## config.mk

```make
export PLATFORM = sky130hd
export DESIGN_NAME = pulse_meas
export DESIGN_NICKNAME = d
export VERILOG_FILES = /design/src/rtl/pulse_pkg.sv /design/src/rtl/pulse_edge_det.sv /design/src/rtl/pulse_meas.sv
export SDC_FILE = /design/constraint.sdc
export NUM_CORES = 1
export LEC_CHECK = 0
export CAP_MARGIN = 30
export CORE_ASPECT_RATIO = 0.9
export CORE_MARGIN = 3
export CORE_UTILIZATION = 37
export DETAILED_ROUTE_END_ITERATION = 8
export PLACE_DENSITY_LB_ADDON = 0.05
export SETUP_SLACK_MARGIN = 0.1
export SYNTH_ARGS = -nofsm -noshare
export SYNTH_HDL_FRONTEND = slang
export SYNTH_SLANG_ARGS = --single-unit
```

## constraint.sdc

```tcl
create_clock -name clk -period 1.95 [get_ports clk]
set_clock_uncertainty 0.15 [all_clocks]
set_input_delay 0.195 -clock clk [delete_from_list [all_inputs] [get_ports clk]]
set_output_delay 0.195 -clock clk [all_outputs]
set_load 0.1 [all_outputs]
```

## src/rtl/pulse_pkg.sv

```systemverilog
// Shared types and defaults for the pulse generator / measurement pair.
// PRI is encoded as (rise-to-rise period - 1) on both sides.
package pulse_pkg;

    localparam int PW_W_DEF  = 8;
    localparam int PRI_W_DEF = 16;

    // Reported PRI = measured period minus this offset.
    localparam int PRI_OFFSET = 1;

    typedef enum logic [1:0] {
        IDLE,
        HIGH,
        LOW
    } state_t;

endpackage

```

## src/rtl/pulse_edge_det.sv

```systemverilog
// Input conditioning and edge detection for pulse_meas.
// PULSE_MEAS_SYNC_EN adds a 2-flop synchronizer in front of p_s.
module pulse_edge_det
    import pulse_pkg::*;
(
    input  logic clk,
    input  logic rst,
    input  logic pulse_in,
    output logic level,
    output logic rise,
    output logic fall
);

    logic p_s;
    logic p_d;

`ifdef PULSE_MEAS_SYNC_EN
    logic meta;

    always_ff @(posedge clk or posedge rst) begin
        if (rst) begin
            meta <= 1'b0;
            p_s  <= 1'b0;
        end else begin
            meta <= pulse_in;
            p_s  <= meta;
        end
    end
`else
    always_ff @(posedge clk or posedge rst) begin
        if (rst) p_s <= 1'b0;
        else     p_s <= pulse_in;
    end
`endif

    always_ff @(posedge clk or posedge rst) begin
        if (rst) p_d <= 1'b0;
        else     p_d <= p_s;
    end

    assign level = p_s;
    assign rise  = p_s & ~p_d;
    assign fall  = ~p_s & p_d;

endmodule

```

## src/rtl/pulse_meas.sv

```systemverilog
// Pulse-train receiver: measures pulse width and PRI in clk cycles.
// Define PULSE_MEAS_SYNC_EN for asynchronous pulse_in sources.
module pulse_meas
    import pulse_pkg::*;
#(
    parameter int PW_W  = PW_W_DEF,
    parameter int PRI_W = PRI_W_DEF
) (
    input  logic             clk,
    input  logic             rst,
    input  logic             en,
    input  logic             pulse_in,
    output logic [PW_W-1:0]  pw_out,
    output logic [PRI_W-1:0] pri_out,
    output logic             meas_valid,
    output logic             pw_sat,
    output logic             timeout
);

    localparam logic [PW_W-1:0]  PW_MAX  = '1;
    localparam logic [PRI_W-1:0] PRI_MAX = '1;
    localparam logic [PW_W-1:0]  PW_ONE  = PW_W'(1);
    localparam logic [PRI_W-1:0] PRI_ONE = PRI_W'(1);
    localparam logic [PRI_W-1:0] PRI_OFS = PRI_W'(PRI_OFFSET);

    logic level;
    logic rise;
    logic fall;

    state_t           state;
    logic [PRI_W-1:0] period_cnt;
    logic [PW_W-1:0]  pw_cnt;
    logic [PW_W-1:0]  pw_hold;
    logic             sat;
    logic             sat_hold;

    pulse_edge_det u_edge (
        .clk      (clk),
        .rst      (rst),
        .pulse_in (pulse_in),
        .level    (level),
        .rise     (rise),
        .fall     (fall)
    );

    always_ff @(posedge clk or posedge rst) begin
        if (rst) begin
            state      <= IDLE;
            period_cnt <= '0;
            pw_cnt     <= '0;
            pw_hold    <= '0;
            sat        <= 1'b0;
            sat_hold   <= 1'b0;
            pw_out     <= '0;
            pri_out    <= '0;
            meas_valid <= 1'b0;
            pw_sat     <= 1'b0;
            timeout    <= 1'b0;
        end else begin
            meas_valid <= 1'b0;
            if (!en) begin
                state      <= IDLE;
                period_cnt <= '0;
                pw_cnt     <= '0;
                sat        <= 1'b0;
            end else begin
                unique case (state)
                    IDLE: begin
                        if (rise) begin
                            period_cnt <= PRI_ONE;
                            pw_cnt     <= PW_ONE;
                            sat        <= 1'b0;
                            state      <= HIGH;
                        end
                    end
                    HIGH: begin
                        if (period_cnt == PRI_MAX) begin
                            timeout    <= 1'b1;
                            period_cnt <= '0;
                            pw_cnt     <= '0;
                            state      <= IDLE;
                        end else begin
                            period_cnt <= period_cnt + PRI_ONE;
                            if (fall) begin
                                pw_hold  <= pw_cnt;
                                sat_hold <= sat;
                                state    <= LOW;
                            end else if (level) begin
                                if (pw_cnt == PW_MAX) sat <= 1'b1;
                                else pw_cnt <= pw_cnt + PW_ONE;
                            end
                        end
                    end
                    LOW: begin
                        // A rise on the final count still closes the period.
                        if (rise) begin
                            pw_out     <= pw_hold;
                            pri_out    <= period_cnt - PRI_OFS;
                            pw_sat     <= sat_hold;
                            meas_valid <= 1'b1;
                            timeout    <= 1'b0;
                            period_cnt <= PRI_ONE;
                            pw_cnt     <= PW_ONE;
                            sat        <= 1'b0;
                            state      <= HIGH;
                        end else if (period_cnt == PRI_MAX) begin
                            timeout    <= 1'b1;
                            period_cnt <= '0;
                            pw_cnt     <= '0;
                            state      <= IDLE;
                        end else begin
                            period_cnt <= period_cnt + PRI_ONE;
                        end
                    end
                    default: state <= IDLE;
                endcase
            end
        end
    end

endmodule

```

Yosys cells after proc, flatten, opt, wreduce, memory -nomap -nowiden
Cells that the tools add are included.
{ "word_totals": {"reg_bits": 65, "wordCells": 82, "output_inout_bits": 27, "input_bits": 4} }
{ "op_classes": {"bitwise": 5, "n_addsub": 3, "n_reduce_logical": 10, "n_eq_ne": 17, "n_mux": 34} }
{ "ops": {"columns": ["cell", "count"], "rows": [
  ["$mux 16", 4],
  ["$mux 8", 8],
  ["$pmux 16 s3", 1],
  ["$pmux 8 s3", 1],
  ["$add 16x1->16 const B", 1],
  ["$eq 16x16->1 const B", 1],
  ["$ne 4x4->1 const B", 4],
  ["$sub 16x1->16 const B", 1],
  ["$mux 2", 6],
  ["$ne 3x3->1 const B", 4],
  ["$reduce_and 6->1", 2],
  ["$mux 1", 11],
  ["$ne 3x2->1 const B", 3],
  ["$add 8x1->8 const B", 1],
  ["$eq 8x8->1 const B", 1],
  ["$pmux 2 s3", 1],
  ["$reduce_and 3->1", 2],
  ["$ne 4x1->1 const B", 1],
  ["$ne 4x3->1 const B", 1],
  ["$pmux 1 s2", 2],
  ["$reduce_and 2->1", 2],
  ["$reduce_and 4->1", 1],
  ["$not 1->1", 3],
  ["$and 1x1->1", 2],
  ["5 further kinds", 5]
]} }

Longest topological paths before layout
{ "depth": {"depth_word": 7, "mapped_depth": 8, "depth_no_buf": 7} }

Hierarchy
Synthesis repeated with hierarchy kept, for this count alone.
{ "hier_totals": {"cells_unflattened": 335, "hier_area_um2": 3345.7} }
{ "by_module_without_submodules": {"columns": ["mod", "cells_each", "seq_area_each_um2", "area_each_um2", "n_inst"], "rows": [
  ["pulse_meas", 330, 1576.5, 3276.9, 1],
  ["pulse_edge_det", 5, 50.0, 68.8, 1]
]} }

Worst setup path before layout
Ideal clock, no wire load.
{ "synth_timing": {"path_kind": "reg-to-reg", "startpoint": "register period_cnt[0]", "endpoint": "register pw_hold[3]", "n_path_buf": 2, "arrival_time_ns": 1.866, "synth_period_minus_slack_ns": 2.144, "setup_slack_ns": -0.194, "setup_ns": 0.128, "required_time_ns": 1.672, "stages_incl_launch_ff": 8, "cell_sequence": "dfrtp_1 ha_1 nand4_1 nor4_1 or4_1 buf_2 buf_2 mux2_1"} }
{ "synth_between": {"elab_chain_cells": 3} }
{ "synth_lines": {"columns": ["element", "line_no", "rtl"], "rows": [
  ["start: declaration", "pulse_meas.sv:31", "logic [PRI_W-1:0] period_cnt;"],
  ["start signal: assignment", "pulse_meas.sv:83", "period_cnt <= period_cnt + PRI_ONE;"],
  ["start signal: assignment", "pulse_meas.sv:112", "period_cnt <= period_cnt + PRI_ONE;"],
  ["$eq 16x16->1", "pulse_meas.sv:77", "if (period_cnt == PRI_MAX) begin"],
  ["$not 1->1 (no line)", null, null],
  ["$reduce_and 4->1 (no line)", null, null],
  ["end signal: assignment", "pulse_meas.sv:85", "pw_hold <= pw_cnt;"],
  ["end: declaration", "pulse_meas.sv:33", "logic [PW_W-1:0] pw_hold;"]
]} }
Every way passes these cells.
A chain may end at the register's enable or synchronous reset.

Worst setup path in the final report
{ "layout_timing": {"startpoint": "register period_cnt[1]", "endpoint": "register state[0]"} }
{ "layout_between": {"elab_chain_cells": 4, "word_cells_on_any_way": 7, "cone_classes": "3 x eq/ne; 3 x mux; 1 x reduce/logical"} }
{ "layout_lines": {"columns": ["element", "line_no", "rtl"], "rows": [
  ["$eq 16x16->1 (*)", "pulse_meas.sv:77, pulse_meas.sv:106", null],
  ["$mux 2", "pulse_meas.sv:77", null],
  ["$pmux 2 s3", "pulse_meas.sv:67", "unique case (state)"],
  ["$mux 2", "pulse_meas.sv:61", "if (!en) begin"],
  ["end signal: assignment", "pulse_meas.sv:62", "state <= IDLE;"],
  ["end signal: assignment", "pulse_meas.sv:81", "state <= IDLE;"],
  ["end signal: assignment", "pulse_meas.sv:105", "state <= HIGH;"],
  ["end: declaration", "pulse_meas.sv:30", "state_t state;"]
]} }
Every way passes the cells marked *; elsewhere a longest branch is shown, timed or not.

==> results.py <==
metrics = {
    "outcome": {
        "status": "finished with violations",
        "violations": "negative setup slack",
    },
    "layout": {
        "layout.nets": 455,
        "fin_util_pct": 56.2,
        "drive_above_1_share_pct": 44.1,
        "diodes": 0,
        "final_cells": 568,
        "syn_to_final_growth_pct": 46.3,
        "n_fill_cell": 787,
        "fin_area_um2": 4860,
    },
    "placement": {
        "portBuffers": 30,
        "place_inst": 539,
        "place_hpwl_um": 6000,
        "place_area_um2": 4230,
        "gp_congestion": 0.850,
    },
    "synth": {
        "ys_warn_count": 0,
        "yosys.area.top_type_share_pct": 49.0,
        "yosysSeqAreaShare_pct": 49.0,
        "ys_ff_latch": 65,
        "synthArstFlopShare_pct": 100,
        "ys.flop_type": "dfrtp_1",
        "synth_edf_count": 0,
        "synthCells": 341,
        "synth_area_per_cell_um2": 9.74,
        "synthDistinctLibCells": 47,
        "synth_fp_nets": 352,
        "syn_area_um2": 3320,
        "synthTopCellsByArea": "dfrtp_1, xnor2_1, mux2_2",
        "yosysTopAreaCell": "dfrtp_1",
    },
    "sta": {
        "worst_slack_ns": -0.134,
        "drv_slew": 0,
        "layout_min_cycle_time_ns": 2.08,
        "fmax_ghz": 0.480,
        "fin_crit_sh_pct": 107,
        "setup_violations": 18,
        "holdWs_ns": 0.124,
        "worst_pin_slew_ns": 0.368,
        "hold_viol": 0,
        "slew-limit-headroom_pct": 75.5,
        "rsz0062_at_grt": "true",
    },
    "die": {
        "coreArea_um2": 8650,
        "ioPinCount": 31,
        "die_h_um": 95.9,
        "dieArea_um2": 10200,
        "fp.dieW_um": 106,
        "rows": 32,
        "start_util_pct": 38.4,
    },
    "route": {
        "route.detailed.drc": 0,
        "vias_per_cell": 5.10,
        "ant_nets": 0,
        "drt_iter0_markers": 99,
        "wl_per_cell_um": 15.7,
        "vias": 2894,
        "routed_wl_um": 8910,
        "dr.pass1.iters": 4,
    },
    "global_routing": {
        "grt_pass1_vias": 2822,
        "grt_max_degree": 66,
        "antenna_found_initial": 0,
        "grt_use_total_pct": 18.6,
        "grt.overflow.total": 0,
        "grt_pass1_wl_um": 14700,
    },
    "worst_setup_path": {
        "cp.arrival_ns": 2.17,
        "crit_required_ns": 2.04,
        "crit_chain": "ha_2 -> nand4_1 -> or4_4 -> nand4_1 -> o31ai_2 -> mux2_4",
        "path_max_fanout": 3,
        "endpoint_kind": "flip-flop",
        "cpPeakStageDelay_ns": 0.57,
        "cp_slowest_cell": "or4_4",
        "r2r_cells": 6,
        "crit_type": "reg -> reg",
        "worstSetupStartpointType": "flip-flop",
        "path_common_cell": "nand4_1",
    },
    "clock_tree": {
        "cts.sinks": 65,
        "clkLatencyLatePin_ns": 0.36,
        "cts_buffers": 9,
        "clk_root_buffer_cell": "clkbuf_8",
        "clk_pin_slew_ns": 0.08,
        "hold_buffers": 0,
        "cts_tree": "done",
        "cts_max_level": 3,
        "cts_buffer_depth": 2,
    },
    "power_and_ir_drop": {
        "leakage_uw": 0.00222,
        "total_power_uw": 6270,
        "p_per_area_nw_per_um2": 1290,
        "irDropWorstVdd_mv": 0.895,
    },
    "job": {
        "max_cap_viol_count": 0,
    },
    "hold_path": {
        "hp-class": "in -> reg",
        "hold_depth": 1,
    },
}
layer usage:
layer / track usage [%] / wire length (um)
met1: 27.5 / 4600
met2: 26.7 / 3770
met3: 5.16 / 477
met4: 5.18 / 58
met5: 0 / 0
sequential cells by signal, summed over array words and instances (netlist names):
register / cells
u_edge.level: 1
sat_hold: 1
pw_out: 8
state: 2
pw_sat: 1
pw_hold: 8
pw_cnt: 8
meas_valid: 1
period_cnt: 16
u_edge.p_d: 1
timeout: 1
sat: 1
pri_out: 16
critical path: cells and delay by family, from the launching register on:
family	cells	cell delay [ns]
DFF	1	0.36
adders and majority gates	1	0.18
muxes	1	0.30
AOI/OAI and AO/OA	1	0.10
and+or+nand+nor	3	0.88
final timing paths:
check	startpoint	to	slack, ns
setup / recovery	period_cnt[1]	state[0]	-0.13
hold / removal	pulse_in	u_edge.level	0.12
setup reg to reg	period_cnt[1]	state[0]	-0.13
hold reg to reg	pri_out[5]	pri_out[5]	0.34
max in group asynchronous	rst	state[0]	1.19
min in group asynchronous	rst	pri_out[2]	0.13
cells in the mapped netlist, types with 4 or more instances:
cell type / number
dfrtp_1: 65
nand2_1: 39
nor2_1: 26
o21ai_0: 24
xnor2_1: 19
inv_1: 17
buf_2: 14
mux2_2: 14
nand3_1: 14
nor3_1: 13
a211oi_1: 10
a31oi_1: 7
ha_1: 7
a21oi_1: 6
nand4_1: 6
clkbuf_1: 5
xor2_1: 5
nand2b_1: 4
o211ai_1: 4
or4_1: 4
repair_timing:
item,4_1_cts,5_1_grt
pin swaps,24,10
gates cloned,2,0
endpoints found under the setup margin,52,62
setup buffers,8,4
gates resized for setup,34,47
cell families (layout without fill, tap and decap cells):
kind of cell             after synthesis  in the layout  share of synthesized area [%]
AND/OR/NAND/NOR                      120            120                           17.4
AO/OA/AOI/OAI                         71             71                           14.2
flip-flops                            65             65                           49.0
buffers and inverters                 37            144                           4.71
XOR/XNOR                              24             24                           6.33
multiplexers                          17             18                           5.84
adder cells (fa/ha/maj)                7              7                           2.64
per-stage QoR:
stage	TNS, ns	worst slack, ns
after floorplan	-0.548	-0.105
after global placement	-1.83	-0.125
after detailed placement	-2.67	-0.162
after CTS	-1.07	-0.127
after global routing	-4.21	-0.182
final	-1.04	-0.134
power breakdown:
group / total [uW] / internal [uW] / switching [uW] / leakage (uW)
clock: 1190 / 601 / 592 / 0.000100
sequential: 1730 / 1590 / 143 / 0.000885
combinational: 3350 / 1130 / 2220 / 0.00123
total: 6270 / 3320 / 2960 / 0.00222
placed cells by master (no fill, tap or decap), types with 9 or more instances in the layout:
cell / n
o21ai_0: 16
nand3_1: 11
dfrtp_1: 64
buf_6: 12
inv_1: 12
nand2_1: 37
buf_4: 92
clkbuf_8: 9
o21ai_1: 11
mux2_2: 9
xnor2_1: 17
nor2_1: 19
area by class of cell:
class / instances / area [um2] / area share [%]
clock inverter: 7 / 77.6 / 1.60
multi-input combinational: 240 / 1890 / 38.8
inverter: 17 / 73.8 / 1.52
tap: 119 / 149 / 3.06
timing repair buffer: 111 / 921 / 18.9
sequential: 65 / 1630 / 33.5
clock buffer: 9 / 124 / 2.55
(Power assumes the default switching activity.)
